--- config.mk ---
export PLATFORM = sky130hd
export DESIGN_NAME = bn_seq_ctrl
export DESIGN_NICKNAME = d
export VERILOG_FILES = /design/src/rtl/bn_seq_ctrl.sv
export SDC_FILE = /design/constraint.sdc
export NUM_CORES = 1
export LEC_CHECK = 0
export BUFFER_PORTS_ARGS = -buffer_cell sky130_fd_sc_hd__buf_2
export CAP_MARGIN = 10
export CORE_ASPECT_RATIO = 0.7
export CORE_MARGIN = 4
export CORE_UTILIZATION = 30
export DETAILED_ROUTE_END_ITERATION = 16
export PLACE_DENSITY_LB_ADDON = 0.1
export RECOVER_POWER = 50
export SYNTH_ARGS = -nofsm -noshare
export SYNTH_HDL_FRONTEND = slang
export SYNTH_SLANG_ARGS = --single-unit
--- constraint.sdc ---
create_clock -name CLK -period 4.1 [get_ports CLK]
set_input_delay 0.82 -clock CLK [delete_from_list [all_inputs] [get_ports CLK]]
set_output_delay 0.82 -clock CLK [all_outputs]
set_load 0.005 [all_outputs]
--- src/rtl/bn_seq_ctrl.sv ---
// Batch-norm sequencer: fetches per-channel (A,B) coefficients, streams pixels into the BN unit,
// tracks in-flight samples and tags the final result. Optional fused ReLU via `BN_RELU_EN.
module bn_seq_ctrl #(
    parameter int unsigned D_WL   = 24,
    parameter int unsigned CH_W   = 8,
    parameter int unsigned PIX_W  = 12,
    parameter int unsigned BN_LAT = 3
) (
    input  logic              CLK,
    input  logic              rst_n,
    input  logic              start,
    input  logic [CH_W-1:0]   cfg_ch_num,
    input  logic [PIX_W-1:0]  cfg_pix_num,
    output logic              busy,
    output logic              done,
    input  logic              in_valid,
    input  logic [D_WL-1:0]   in_data,
    output logic              in_ready,
    output logic              coef_rd,
    output logic [CH_W-1:0]   coef_addr,
    input  logic [D_WL-1:0]   coef_a,
    input  logic [D_WL-1:0]   coef_b,
    output logic              bn_en,
    output logic [D_WL-1:0]   bn_din,
    output logic [D_WL-1:0]   bn_a,
    output logic [D_WL-1:0]   bn_b,
    input  logic              bn_o_valid,
    input  logic [D_WL-1:0]   bn_dout,
    output logic              out_valid,
    output logic [D_WL-1:0]   out_data,
    output logic              out_last
);

    localparam int unsigned IF_W = $clog2(BN_LAT + 1) + 1;

    localparam logic [CH_W-1:0]  ChOne  = 1;
    localparam logic [PIX_W-1:0] PixOne = 1;
    localparam logic [IF_W-1:0]  IfOne  = 1;

    typedef enum logic [2:0] {
        StIdle,
        StLoad,
        StWait,
        StRun,
        StDrain,
        StDone
    } state_e;

    state_e            state_q, state_d;
    logic [CH_W-1:0]   ch_num_q, ch_num_d;
    logic [CH_W-1:0]   ch_cnt_q, ch_cnt_d;
    logic [PIX_W-1:0]  pix_num_q, pix_num_d;
    logic [PIX_W-1:0]  pix_cnt_q, pix_cnt_d;
    logic [D_WL-1:0]   bn_a_q, bn_a_d;
    logic [D_WL-1:0]   bn_b_q, bn_b_d;
    logic [IF_W-1:0]   inflight_q, inflight_d;

    logic              last_pix;
    logic              last_ch;

    assign last_pix = (pix_cnt_q == pix_num_q - PixOne);
    assign last_ch  = (ch_cnt_q == ch_num_q - ChOne);

    // Samples entering the BN pipe minus results leaving it.
    always_comb begin
        inflight_d = inflight_q;
        unique case ({bn_en, bn_o_valid})
            2'b10:   inflight_d = inflight_q + IfOne;
            2'b01:   inflight_d = inflight_q - IfOne;
            default: inflight_d = inflight_q;
        endcase
    end

    always_comb begin
        state_d   = state_q;
        ch_num_d  = ch_num_q;
        ch_cnt_d  = ch_cnt_q;
        pix_num_d = pix_num_q;
        pix_cnt_d = pix_cnt_q;
        bn_a_d    = bn_a_q;
        bn_b_d    = bn_b_q;
        coef_rd   = 1'b0;
        in_ready  = 1'b0;
        done      = 1'b0;

        unique case (state_q)
            StIdle: begin
                if (start) begin
                    if (cfg_ch_num != '0 && cfg_pix_num != '0) begin
                        ch_num_d  = cfg_ch_num;
                        pix_num_d = cfg_pix_num;
                        ch_cnt_d  = '0;
                        pix_cnt_d = '0;
                        state_d   = StLoad;
                    end else begin
                        state_d = StDone;
                    end
                end
            end
            StLoad: begin
                coef_rd = 1'b1;
                state_d = StWait;
            end
            StWait: begin
                // RAM data is valid the cycle after the read strobe.
                bn_a_d  = coef_a;
                bn_b_d  = coef_b;
                state_d = StRun;
            end
            StRun: begin
                in_ready = 1'b1;
                if (in_valid) begin
                    if (last_pix) begin
                        pix_cnt_d = '0;
                        if (last_ch) begin
                            state_d = StDrain;
                        end else begin
                            ch_cnt_d = ch_cnt_q + ChOne;
                            state_d  = StLoad;
                        end
                    end else begin
                        pix_cnt_d = pix_cnt_q + PixOne;
                    end
                end
            end
            StDrain: begin
                // Leave once the result retiring this cycle empties the pipe.
                if (inflight_d == '0) begin
                    state_d = StDone;
                end
            end
            StDone: begin
                done    = 1'b1;
                state_d = StIdle;
            end
            default: state_d = StIdle;
        endcase
    end

    always_ff @(posedge CLK or negedge rst_n) begin
        if (!rst_n) begin
            state_q    <= StIdle;
            ch_num_q   <= '0;
            ch_cnt_q   <= '0;
            pix_num_q  <= '0;
            pix_cnt_q  <= '0;
            bn_a_q     <= '0;
            bn_b_q     <= '0;
            inflight_q <= '0;
        end else begin
            state_q    <= state_d;
            ch_num_q   <= ch_num_d;
            ch_cnt_q   <= ch_cnt_d;
            pix_num_q  <= pix_num_d;
            pix_cnt_q  <= pix_cnt_d;
            bn_a_q     <= bn_a_d;
            bn_b_q     <= bn_b_d;
            inflight_q <= inflight_d;
        end
    end

    assign busy      = (state_q != StIdle);
    assign coef_addr = ch_cnt_q;
    assign bn_en     = in_ready && in_valid;
    assign bn_din    = in_data;
    assign bn_a      = bn_a_q;
    assign bn_b      = bn_b_q;
    assign out_valid = bn_o_valid;
    assign out_last  = bn_o_valid && (state_q == StDrain) && (inflight_q == IfOne);

`ifdef BN_RELU_EN
    assign out_data = bn_dout[D_WL-1] ? '0 : bn_dout;
`else
    assign out_data = bn_dout;
`endif

endmodule

# After elaboration in Yosys (flattened, before gate mapping)
# Cells that the tools add are included.
# op_classes
n_reduce_logical	14
eq_ne	16
addsub	6
n_mux	22
# op_table
operator	n
12-bit 2-to-1 mux	4
8-bit 2-to-1 mux	5
12-bit one-hot mux with 2 select lines	1
3-bit 2-to-1 mux	6
8-bit one-hot mux with 2 select lines	1
3-bit one-hot mux with 5 select lines	1
12-bit by 1-bit adder with 12-bit output, second input constant	1
12-bit == test	1
2-bit inequality test, second input constant	6
12-bit nonzero test	1
12-bit by 1-bit subtractor with 12-bit output, second input constant	1
8-bit by 1-bit adder with 8-bit output, second input constant	1
8-bit == test	1
4-bit AND reduction	2
8-bit nonzero test	1
8-bit by 1-bit subtractor with 8-bit output, second input constant	1
3-bit by 1-bit == test with 1-bit output, second input constant	2
3-bit by 2-bit == test with 1-bit output, second input constant	2
3-bit == test, second input constant	2
3-bit logical NOT	2
3-bit one-hot mux with 2 select lines	1
6-bit AND reduction	1
1-bit logical AND	4
3-bit by 1-bit adder with 3-bit output, second input constant	1
7 further kinds	9
# totals
in_bits	121
ff_bits	94

# Longest topological paths before layout
# logic_depth
depth_word	8
ltp_mapped	12

# Worst setup path before layout
# No wires, ideal clock.
# synth_timing
path_type	register to register
startpoint	reg pix_num_q[2]
endpoint	reg ch_cnt_q[6] (netlist: coef_addr[6])
synth_period_minus_slack_ns	3.064
path_slack_ns	1.036
path_stages_with_launch	11
required_time_ns	4.022
arrival_time_ns	2.986
path_buffers	3
setup_time_ns	0.078
path_cell_list	dfrtp_1 > buf_6 > or4_1 > buf_2 > o41ai_4 > a21oi_1 > or4_1 > or3_1 > buf_2 > or4_1 > a21oi_1
# synth_via
elab_chain_len	4
# synth_rtl
element	line_no	source
start, declared	52	logic [PIX_W-1:0] pix_num_q, pix_num_d;
start signal, assigned	154	pix_num_q <= pix_num_d;
12-bit by 1-bit subtractor with 12-bit output	61	assign last_pix = (pix_cnt_q == pix_num_q - PixOne);
12-bit == test	61	
2-bit inequality test (no line)	--	
6-bit AND reduction (no line)	--	
end signal, assigned	153	ch_cnt_q <= ch_cnt_d;
end, declared	51	logic [CH_W-1:0] ch_cnt_q, ch_cnt_d;
# No other way between the ends.
# A chain may end at the register's enable or synchronous reset.

# Final worst setup path
# Ends and elaborated chain as after synthesis.

==> results.yml <==
run_status:
  status: "finished with violations"
  violations: "max-capacitance violations, max-slew violations"
worst_setup_path:
  cp_slowest_cell: "or4_1"
  reg2reg_from: "pix_num_q[2]$_DFFE_PN0P_"
  path_cells: "or4_1 -> o41ai_4 -> a21oi_1 -> or4_1 -> or3_1 -> or4_1 -> a21oi_1"
  cp.arrival_ns: 3.75
  cpPeakStageDelay_ns: 0.70
  worst-setup-path-type: "reg2reg"
  crit_path_start: "pix_num_q[2]$_DFFE_PN0P_"
  startpoint_type: "register"
  cp-end-kind: "register"
  crit_fanout: 19
  worstPathRequired_ns: 4.37
  crit_top_cell: "or4_1"
floorplanning:
  dieArea_mm2: 0.0196
  rows: 40
  die_h_um: 118
  io_pins: 232
  start_util_pct: 30.4
  die_w_um: 165
  coreArea_mm2: 0.0171
yosys:
  ys_seq_area_share_pct: 45.2
  synth_nets: 647
  yosys_warnings: 0
  ys.flop_type: "dfrtp_1"
  syn-instance-count: 517
  synth_top_cell_by_area: "dfrtp_1"
  synth_seq_cells: 94
  async_flop_share_pct: 100
  yosysUniqueCellTypes: 52
  synth_top_area_share_pct: 45.2
  synth_area_leaders: "dfrtp_1 45%, mux2_2 11%, buf_4 7.1%"
  syn_avg_cell_area_um2: 10.1
  netlist_area_mm2: 0.00521
  synth_edf_count: 0
cells_and_area:
  utilization_pct: 35.7
  multiInputGateArea_mm2: 0.00232
  drive_above_1_share_pct: 35.3
  nets: 726
  layout_commonest_cell: "buf_2"
  final_cells: 832
  diodes: 0
  final_cell_mix: "130 x buf_2, 94 x dfrtp_1, 69 x nand2_1, 51 x mux2_2, 19 x o21ai_0"
  areaGrowthSynthToFinish_pct: 17.2
  register_area_mm2: 0.00235
  nFillCells: 1784
power:
  p_comb_share_pct: 30.1
  p_leak_nw: 2.92
  powerDensity_mw_per_mm2: 590
  p_switching_mw: 1.16
  finalPower_mw: 3.60
  p_sw_share_pct: 32.3
  vdd_drop_max_mv: 0.200
  cell_internal_pwr_mw: 2.44
  p_seq_share_pct: 43.3
  p_clk_share_pct: 26.5
detailed_routing:
  vias_per_cell: 4.89
  drc: 0
  routedWlPerCell_um: 17.6
  totalWireLength_mm: 14.7
  first_pass_iters: 4
  drt_iter0_drc: 255
  num_vias: 4071
  ant_nets: 0
clock_tree:
  post_cts_buffers: 0
  hold_buffers: 0
  clk_latency_ns: 0.35
  cts-root-buf: "clkbuf_16"
  cts_tree: "built"
  cts_buffers: 9
  path_clk_slew_ns: 0.07
  post_cts_resize_count: 0
  clock_sinks: 94
  clockBufferDepth: 2
  htree_levels: 3
timing:
  slew_violations: 50
  maxSlewHeadroom_pct: -86.9
  hold_viol_final: 0
  fin_skew_ns: 0.00661
  finalCritPeriodShare_pct: 84.8
  max_slew.worst_pin.slew_ns: 2.80
  max_freq_mhz: 288
  setup_tns_ns: 0
  layout_setup_ws_ns: 0.622
  final_period_minus_worst_setup_slack_ns: 3.48
  setup_viol: 0
  rsz0062_at_grt: "no"
global_routing:
  track_usage_pct: 15.1
  overflow: 0
  grt_pass1_wl_mm: 23.1
  grt_pass1_vias: 4091
  grt_antenna_before_repair: 0
  grt_max_degree: 50
placed_design:
  io_buffer_count: 135
  placedCellCount: 816
  preCtsSetupSlack_ns: 0.635
  gp_congestion: 0.797
  dp_hpwl_mm: 11.0
flow_run:
  cap_violations: 1
hold_path:
  hp-start: "ch_num_q[7]$_DFFE_PN0P_"
  min_path_type: "reg2reg"
[per-stage QoR]
stage / hold slack (ns) / area [µm²]
2_1_floorplan: 0.465 / 5210
3_3_place_gp: 0.485 / 5770
3_5_place_dp: 0.485 / 5770
4_1_cts: 0.503 / 6120
5_1_grt: 0.516 / 6100
6_report: 0.498 / 6100
[worst max-delay path: cells and delay by family, from the launching register on]
family          cells  cell delay, ns
flops               1            0.45
simple gates        4            2.42
compound gates      3            0.53
[final timing paths]
| check | end | slack, ns | depth (start not counted) |
|---|---|---|---|
| worst max-delay path | coef_addr[6]$_DFFE_PN0P_ | 0.62 | 7 |
| min in group asynchronous | bn_b[8]$_DFFE_PN0P_ | 1.36 | 1 |
| worst max register to register | coef_addr[6]$_DFFE_PN0P_ | 0.62 | 7 |
| worst min-delay path | ch_num_q[7]$_DFFE_PN0P_ | 0.50 | 2 |
| max in group asynchronous | coef_addr[4]$_DFFE_PN0P_ | 0.87 | 2 |
| worst min register to register | ch_num_q[7]$_DFFE_PN0P_ | 0.50 | 2 |
[power by group through the flow]
stage          combinational [mW]  sequential [mW]  clock, mW
2_1_floorplan               0.688             1.52          0
3_3_place_gp                 1.10             1.57          0
3_5_place_dp                 1.11             1.58          0
4_1_cts                      1.11             1.56      0.991
5_1_grt                      1.21             1.62       1.02
6_report                     1.09             1.56      0.955
[cells in the mapped netlist (7+ instances only)]
cell type,count
mux2_2,51
nor4_1,9
a21oi_1,9
xnor2_1,9
and3_1,9
xor2_1,12
clkbuf_1,21
buf_4,49
dfrtp_1,94
nand2_1,69
inv_1,18
or4_1,7
ha_1,9
nand4_1,8
nand2b_1,7
nor2_1,15
nor3_1,11
a31oi_1,10
nand3_1,9
o21ai_0,19
[final cells by class]
type	instances	area share, %
tap	231	4.74
sequential	94	38.5
clock buffer	11	4.14
inverter	18	1.11
timing repair buffer	144	12.0
multi-input combinational	329	38.0
clock inverter	5	1.46
[layer usage]
metal  global-route usage (%)  vias to the layer above  wire length (µm)
met5                        0                        -                 0
met4                     8.09                        0               768
met3                     3.45                       61               914
met2                     20.2                      113              5950
met1                     22.3                     1973              7020
li1                         -                     1924                 -
[cells by family after synthesis]
| group | after synthesis | share of synthesized area (%) |
|---|---|---|
| AND/OR/NAND/NOR | 171 | 16.7 |
| buffers and inverters | 94 | 10.5 |
| flip-flops | 94 | 45.2 |
| AO/OA/AOI/OAI | 70 | 9.30 |
| multiplexers | 57 | 12.2 |
| XOR/XNOR | 22 | 3.96 |
| adder cells (fa/ha/maj) | 9 | 2.16 |
[state kept, by name (all words and copies together), names as in the netlist]
| register | count |
|---|---|
| state_q | 3 |
| ch_num_q | 8 |
| pix_num_q | 12 |
| pix_cnt_q | 12 |
| coef_addr | 8 |
| inflight_q | 3 |
| bn_b | 24 |
| bn_a | 24 |
Power figures use the tool's default switching activity.
